--- src/rtl/bcd_pkg.sv ---
// Shared types and constants for the digit-serial BCD adder.
// Segment patterns are active-low, ordered {g,f,e,d,c,b,a}.
package bcd_pkg;

    typedef logic [1:0] state_t;

    localparam state_t IDLE  = 2'd0;
    localparam state_t CHECK = 2'd1;
    localparam state_t ADD   = 2'd2;
    localparam state_t DONE  = 2'd3;

    localparam logic [6:0] SEG_BLANK = 7'b1111111;
    localparam logic [6:0] SEG_DASH  = 7'b0111111;
    localparam logic [6:0] SEG_ONE   = 7'b1111001;

    // Entry 9 first so that SEG_TABLE[d] selects the pattern for digit d.
    localparam logic [9:0][6:0] SEG_TABLE = {
        7'b0010000, 7'b0000000, 7'b1111000, 7'b0000010, 7'b0010010,
        7'b0011001, 7'b0110000, 7'b0100100, SEG_ONE,    7'b1000000
    };

    // One decimal digit step: returns {carry_out, digit}.
    function automatic logic [4:0] bcd_digit_add(
        input logic [3:0] x,
        input logic [3:0] y,
        input logic       c
    );
        logic [4:0] t;
        logic [4:0] adj;
        t   = {1'b0, x} + {1'b0, y} + {4'b0000, c};
        adj = t + 5'd6;
        if (t > 5'd9)
            return {1'b1, adj[3:0]};
        else
            return {1'b0, t[3:0]};
    endfunction

endpackage

--- src/rtl/seven_seg_dec.sv ---
// Single-digit BCD to active-low seven-segment decoder.
// Dash overrides blank, which overrides the digit; non-BCD codes show blank.
module seven_seg_dec
    import bcd_pkg::*;
(
    input  logic [3:0] digit,
    input  logic       blank,
    input  logic       dash,
    output logic [6:0] seg
);

    always_comb begin
        seg = SEG_BLANK;
        if (dash)
            seg = SEG_DASH;
        else if (blank)
            seg = SEG_BLANK;
        else if (digit <= 4'd9)
            seg = SEG_TABLE[digit];
    end

endmodule

--- src/rtl/bcd_serial_adder.sv ---
// Digit-serial packed-BCD adder with start/done handshake and seven-segment output.
// Define BCD_SEG_DECODE_EN to build the segment decoders; otherwise seg is tied blank.
module bcd_serial_adder
    import bcd_pkg::*;
#(
    parameter int DIGITS = 4
) (
    input  logic                    clk,
    input  logic                    rst_n,
    input  logic                    start,
    input  logic [4*DIGITS-1:0]     a,
    input  logic [4*DIGITS-1:0]     b,
    input  logic                    cin,
    output logic                    busy,
    output logic                    done,
    output logic [4*DIGITS-1:0]     sum,
    output logic                    cout,
    output logic                    invalid,
    output logic [7*(DIGITS+1)-1:0] seg
);

    localparam int W  = 4 * DIGITS;
    localparam int IW = (DIGITS > 1) ? $clog2(DIGITS) : 1;

    state_t          state_reg;
    logic [W-1:0]    a_reg, b_reg, work_reg, sum_reg;
    logic            carry_reg, bad_reg, cout_reg, invalid_reg, done_reg;
    logic [IW-1:0]   idx_reg;
    logic [DIGITS-1:0] digit_bad;
    logic [4:0]      digit_res;

    genvar gi;
    generate
        for (gi = 0; gi < DIGITS; gi++) begin : g_check
            assign digit_bad[gi] = (a_reg[4*gi +: 4] > 4'd9) || (b_reg[4*gi +: 4] > 4'd9);
        end
    endgenerate

    // Operands shift right each ADD cycle, so the current digit is always at [3:0].
    assign digit_res = bcd_digit_add(a_reg[3:0], b_reg[3:0], carry_reg);

    always_ff @(posedge clk or negedge rst_n) begin
        if (!rst_n) begin
            state_reg   <= IDLE;
            a_reg       <= '0;
            b_reg       <= '0;
            work_reg    <= '0;
            sum_reg     <= '0;
            carry_reg   <= 1'b0;
            bad_reg     <= 1'b0;
            cout_reg    <= 1'b0;
            invalid_reg <= 1'b0;
            done_reg    <= 1'b0;
            idx_reg     <= '0;
        end else begin
            done_reg <= 1'b0;
            case (state_reg)
                IDLE: begin
                    if (start) begin
                        a_reg     <= a;
                        b_reg     <= b;
                        carry_reg <= cin;
                        work_reg  <= '0;
                        bad_reg   <= 1'b0;
                        idx_reg   <= '0;
                        state_reg <= CHECK;
                    end
                end
                CHECK: begin
                    if (|digit_bad) begin
                        bad_reg   <= 1'b1;
                        state_reg <= DONE;
                    end else begin
                        state_reg <= ADD;
                    end
                end
                ADD: begin
                    // New digits enter at the top; after DIGITS steps digit 0 sits at [3:0].
                    work_reg  <= (work_reg >> 4) | (W'(digit_res[3:0]) << (W - 4));
                    a_reg     <= a_reg >> 4;
                    b_reg     <= b_reg >> 4;
                    carry_reg <= digit_res[4];
                    idx_reg   <= idx_reg + 1'b1;
                    if (idx_reg == IW'(DIGITS - 1))
                        state_reg <= DONE;
                end
                DONE: begin
                    sum_reg     <= bad_reg ? '0 : work_reg;
                    cout_reg    <= bad_reg ? 1'b0 : carry_reg;
                    invalid_reg <= bad_reg;
                    done_reg    <= 1'b1;
                    state_reg   <= IDLE;
                end
                default: state_reg <= IDLE;
            endcase
        end
    end

    assign busy    = (state_reg == CHECK) || (state_reg == ADD);
    assign done    = done_reg;
    assign sum     = sum_reg;
    assign cout    = cout_reg;
    assign invalid = invalid_reg;

`ifdef BCD_SEG_DECODE_EN
    generate
        for (gi = 0; gi < DIGITS; gi++) begin : g_seg
            seven_seg_dec u_dec (
                .digit (sum_reg[4*gi +: 4]),
                .blank (1'b0),
                .dash  (invalid_reg),
                .seg   (seg[7*gi +: 7])
            );
        end
    endgenerate

    seven_seg_dec u_carry_dec (
        .digit (4'd1),
        .blank (~cout_reg),
        .dash  (invalid_reg),
        .seg   (seg[7*DIGITS +: 7])
    );
`else
    assign seg = '1;
`endif

endmodule

--- config.mk ---
export PLATFORM = sky130hd
export DESIGN_NAME = bcd_serial_adder
export DESIGN_NICKNAME = d
export VERILOG_FILES = /design/src/rtl/bcd_pkg.sv /design/src/rtl/seven_seg_dec.sv /design/src/rtl/bcd_serial_adder.sv
export SDC_FILE = /design/constraint.sdc
export NUM_CORES = 1
export LEC_CHECK = 0
export ABC_AREA = 0
export ABC_CLOCK_PERIOD_IN_PS = 3500
export CORE_ASPECT_RATIO = 1.75
export CORE_MARGIN = 5
export CORE_UTILIZATION = 25
export CTS_BUF_LIST = sky130_fd_sc_hd__clkbuf_4 sky130_fd_sc_hd__clkbuf_8
export CTS_CLUSTER_SIZE = 14
export DETAILED_ROUTE_END_ITERATION = 10
export GPL_TIMING_DRIVEN = 0
export PLACE_DENSITY_LB_ADDON = 0.08
export SKIP_LAST_GASP = 1
export SYNTH_ARGS = -nofsm -noshare
export SYNTH_HDL_FRONTEND = slang
export SYNTH_SLANG_ARGS = --single-unit
--- constraint.sdc ---
create_clock -name clk -period 3.5 [get_ports clk]
set_input_delay 1.05 -clock clk [delete_from_list [all_inputs] [get_ports clk]]
set_output_delay 1.05 -clock clk [all_outputs]
set_load 0.01 [all_outputs]
### After elaboration in Yosys (flattened, before gate mapping)

Index checks and enable logic that the tools add are counted.

* output and inout bits: 55
* flip-flop bits (word level): 73
* input bits: 36
* word-level logic and storage cells: 65

* equal/unequal tests: 7
* $lt $le $gt $ge: 9
* multiplexer cells: 21
* reduce and logical (&&, ||, !) cells: 12
* bitwise gates (word level): 1
* add/sub/neg operators: 4

Operator list (count)
* 16-bit one-hot mux with 2 select lines: 3
* 16-bit 2-to-1 mux: 4
* 4-bit greater-than comparator, second input constant: 8
* 12-bit by 16-bit bitwise OR with 16-bit output: 1
* 2-bit one-hot mux with 4 select lines: 1
* 2-bit equality test, second input constant: 3
* 1-bit 2-to-1 mux: 6
* 2-bit 2-to-1 mux: 3
* 2-bit inequality test, second input constant: 3
* 4-bit by 4-bit adder with 5-bit output: 1
* 5-bit by 1-bit adder with 5-bit output: 1
* 5-bit by 4-bit greater-than comparator with 1-bit output, second input constant: 1
* 1-bit logical OR: 5
* 5-bit 2-to-1 mux: 1
* 4-bit by 3-bit adder with 4-bit output, second input constant: 1
* 1-bit one-hot mux with 2 select lines: 2
* 2-bit one-hot mux with 2 select lines: 1
* 2-bit AND reduction: 2
* 2-bit nonzero test: 2
* 4-bit OR reduction: 1
* 3-bit AND reduction: 1
* 2-bit by 1-bit adder with 2-bit output, second input constant: 1
* 2-bit by 1-bit equality test with 1-bit output, second input constant: 1
* 2-bit logical NOT: 1

### Longest topological paths before layout

* depth in word-level cells: 6
* mapped depth: 10
* depth with buffers taken out: 10

### Least setup slack after synthesis

No wires, ideal clock.

* path type: reg-to-reg
* start: register a_reg[0]
* end: register work_reg[13]
* data arrival time: 2384 ps
* clock period less this slack: 2505 ps
* path buffers: 0
* stages on the path, launching flop included: 9
* required time: 3379 ps
* path slack: 995 ps
* library setup time: 121 ps
* path through: dfrtp_1 > fa_1 > inv_1 > fa_1 > ha_1 > a32o_2 > o311ai_4 > xnor2_1 > a22o_1

* word-level cells in the longest chain between the ends: 6
* elaborated cells on any way between the ends: 7
* classes of those cells: add/sub (3); order compare (1); mux (2); bitwise (1)

Ends and longest elaborated chain
* start: declaration: RTL line bcd_serial_adder.sv:26 `logic [W-1:0] a_reg, b_reg, work_reg, sum_reg;`
* start signal: assignment: RTL line bcd_serial_adder.sv:80 `a_reg <= a_reg >> 4;`
* 4-bit by 4-bit adder with 5-bit output *: RTL line bcd_pkg.sv:30 `t = {1'b0, x} + {1'b0, y} + {4'b0000, c};`
* 5-bit by 1-bit adder with 5-bit output *: RTL line bcd_pkg.sv:30
* 4-bit by 3-bit adder with 4-bit output / 5-bit by 4-bit greater-than comparator with 1-bit output (equally long branches): RTL line bcd_pkg.sv:31, bcd_pkg.sv:32
* 5-bit 2-to-1 mux *: RTL line bcd_pkg.sv:32 `if (t > 5'd9)`
* 12-bit by 16-bit bitwise OR with 16-bit output *: RTL line bcd_serial_adder.sv:79 `work_reg <= (work_reg >> 4) | (W'(digit_res[3:0]) << (W - 4));`
* 16-bit one-hot mux with 2 select lines *: RTL line bcd_serial_adder.sv:57 `case (state_reg)`
* end signal: assignment: RTL line bcd_serial_adder.sv:79
* end: declaration: RTL line bcd_serial_adder.sv:26

Mark *: on every way between the ends. The rest lies on a longest branch, timed or not.
A chain may end at the register's enable or synchronous reset.

### Worst setup path after layout

* start: register state_reg[0]
* end: output port busy

* word-level cells in the longest chain between the ends: 2
* elaborated cells on any way between the ends: 3
* classes of those cells: eq/ne (2); reduce/logical (1)

Ends and longest elaborated chain
* start: declaration: RTL line bcd_serial_adder.sv:25 `state_t state_reg;`
* start signal: assignment: RTL line bcd_serial_adder.sv:44 `state_reg <= IDLE;`
* start signal: assignment: RTL line bcd_serial_adder.sv:66 `state_reg <= CHECK;`
* start signal: assignment: RTL line bcd_serial_adder.sv:72 `state_reg <= DONE;`
* 2-bit by 1-bit equality test with 1-bit output / 2-bit equality test (equally long branches): RTL line bcd_serial_adder.sv:99 `assign busy = (state_reg == CHECK) || (state_reg == ADD);`
* 1-bit logical OR *: RTL line bcd_serial_adder.sv:99
* end: declaration: RTL line bcd_serial_adder.sv:14 `output logic busy,`

Marks and branches as above.

==> impl_metrics.py <==
metrics = {
    "worst_setup_path": {
        "cp_slowest_cell": "clkdlybuf4s50_1",
        "path_cells": "inv_1 > ha_1 > clkdlybuf4s50_1",
        "cp_top_family": "buffers and inverters",
        "worst_setup_path_start_kind": "flip-flop",
        "critPathBufInv": 2,
        "cp-startpoint": "state_reg[0]",
        "critical_path.max_fanout": 6,
        "max_stage_delay_ps": 540,
        "worst_ep_arrival_time_ps": 1750,
        "r2r_start": "carry_reg",
        "crit_type": "reg2out",
        "cp.required_ps": 2450,
        "end_kind": "output port",
    },
    "sta": {
        "fin_setup_tns_ps": 0,
        "fmax_ghz": 0.357,
        "setup_viol": 0,
        "worst_slack_ps": 697,
        "finalMaxSlewViolations": 0,
        "hold_viol_final": 0,
        "min_period_ps": 2800,
        "slew_headroom": 0.512,
        "min_period_over_period": 0.801,
        "tightest_slew_ps": 732,
        "finClkSkew_ps": 12.1,
        "rsz0062_at_grt": "false",
    },
    "clocking": {
        "clkTransAtPathRegs_ps": 90,
        "cts_buffers": 9,
        "cts.repair.resized": 0,
        "post-cts-setup-buffers": 0,
        "cts-htree-levels": 3,
        "clk_path_buf_depth": 2,
        "holdBufCountCts": 0,
        "clk_latency_ps": 360,
        "cts_tree": "done",
        "cts_root_buf": "clkbuf_8",
        "clkSinkCount": 73,
    },
    "pwr": {
        "p_per_area_nw_per_um2": 850,
        "power_mw": 4.09,
        "power.ir.vdd_worst_uv": 279,
        "leakagePower_nw": 2.10,
    },
    "global_route": {
        "grt_pass1_wl_mm": 15.8,
        "gr-usage-all-layers": 0.118,
        "grt_pass1_vias": 3005,
        "antenna_found_initial": 0,
        "gr-total-overflow": 0,
        "grt_max_degree": 61,
    },
    "yosys": {
        "netlist_area_um2": 3700,
        "synthesis.instances": 367,
        "ys_dominant_reg_cell": "dfrtp_1",
        "synth_edf_count": 0,
        "synth.avg_cell_area_um2": 10.1,
        "yosys.cell_types.count": 39,
        "ys_async_sr_fraction": 1.00,
        "synth-seq-area-share": 0.493,
        "yosysWarnings": 0,
        "synth_seq_cells": 73,
    },
    "floorplan": {
        "die_h_um": 171,
        "ios": 91,
        "die_w_um": 102,
        "core-area_um2": 14700,
        "start_util": 0.252,
        "core.rowCount": 59,
        "die_area_um2": 17400,
    },
    "outcome": {
        "status": "finished clean",
    },
    "layout": {
        "n_antenna_cell": 0,
        "syn2layout_area_growth_pct": 30.1,
        "drive_gt1_frac": 0.135,
        "fin_nets": 516,
        "final.fill_count": 1563,
    },
    "detailed_routing": {
        "viasPerCell": 4.25,
        "vias": 2787,
        "drc": 0,
        "wl_per_cell_um": 14.9,
        "first_iter_violations": 59,
        "dr.pass1.iters": 4,
        "wl_mm": 9.76,
        "ant_nets": 0,
    },
    "worst_hold_path": {
        "hold_path.class": "reg2reg",
        "holdCritStartpoint": "b_reg[4]",
    },
    "placed_design": {
        "hpwl_mm": 7.43,
        "io_buffers": 55,
        "place_ws_ps": 380,
        "place_congestion": 0.745,
    },
    "job": {
        "cap_violations": 0,
    },
}
-- Yosys cell counts (all sizes together), types with 2 or more instances --
cell    number  area, um2
nor2         7       28.8
nor3         2       10.0
inv         26       97.6
a22o        15        131
clkbuf      14       52.6
buf         41        292
a21oi        3       15.0
nor2b        3       18.8
ha          10        125
mux2i       25        250
fa           2       40.0
a31oi        2       12.5
a22oi        8       60.1
nand2       39        146
nand3b      17        128
nand4        2       12.5
dfrtp       73       1830
and3         2       13.8
o21ai       62        310
-- power by group --
part | internal, mW | leakage, nW | switching (mW)
registers | 1.17 | 0.951 | 0.256
clock network | 0.276 | 0.0805 | 0.348
logic | 0.917 | 1.07 | 1.12
total | 2.37 | 2.10 | 1.72
-- metrics by stage --
stage / instance area, um2 / cells / hold WS, ps / utilization
after floorplan: 3830 / 401 / 455 / -
after global placement: 4610 / 639 / 466 / 0.314
after detailed placement: 4630 / 640 / 475 / 0.315
after CTS: 4820 / 656 / 493 / 0.328
after global routing: 4820 / 656 / 519 / 0.328
final: 4820 / 656 / 492 / 0.328
-- cells in the final DEF, fill, tap and decap left out, types with 3 or more instances in the layout --
cell,instances
o21ai_0,37
dfrtp_1,73
o21ai_1,25
ha_1,10
buf_2,5
a22oi_1,8
nor2_1,6
nor2b_1,3
buf_4,36
clkbuf_1,14
a22o_1,15
inv_1,25
clkdlybuf4s50_1,54
a21oi_1,3
clkinvlp_4,4
conb_1,35
clkbuf_8,10
mux2i_1,25
nand3b_1,17
nand2_1,39
-- kinds of logic (layout without fill, tap and decap cells) --
kind of cell             after synthesis  in the layout  synth area share
adder cells (fa/ha/maj)               12             12            0.0446
AO/OA/AOI/OAI                         97             97             0.165
other                                  1             35           0.00101
multiplexers                          26             26            0.0706
flip-flops                            73             73             0.493
buffers and inverters                 81            153             0.119
AND/OR/NAND/NOR                       75             75             0.101
XOR/XNOR                               2              2           0.00473
-- worst paths after layout --
kind / depth (start not counted) / slack, ps / end
worst min-delay path: 2 / 490 / b_reg[4]
worst max register to register: 8 / 820 / work_reg[14]
worst min register to register: 2 / 490 / b_reg[4]
max in group asynchronous: 2 / 2390 / work_reg[10]
worst max-delay path: 3 / 700 / busy
min in group asynchronous: 1 / 530 / b_reg[15]
-- cell type report --
cell class                 count  area, um2  area share
multi-input combinational    247       1560       0.324
inverter                      26       97.6      0.0203
tap                          183        229      0.0475
timing repair buffer          56        576       0.120
buffer                        55        344      0.0714
sequential                    73       1830       0.379
clock buffer                  10        138      0.0286
clock inverter                 6       43.8     0.00909
-- routing by layer --
layer	global-route usage	vias up	wire, um
met2	0.216	67	5350
met1	0.132	1313	3810
li1	-	1392	-
met4	0.0537	0	221
met3	0.0180	15	379
met5	0	-	0
-- worst min-delay path, delay by kind of cell (launching register included) --
family,cells,cell delay [ps]
AOI/OAI and AO/OA,1,60
and+or+nand+nor,1,50
DFF,1,350
(Power assumes the default switching activity.)
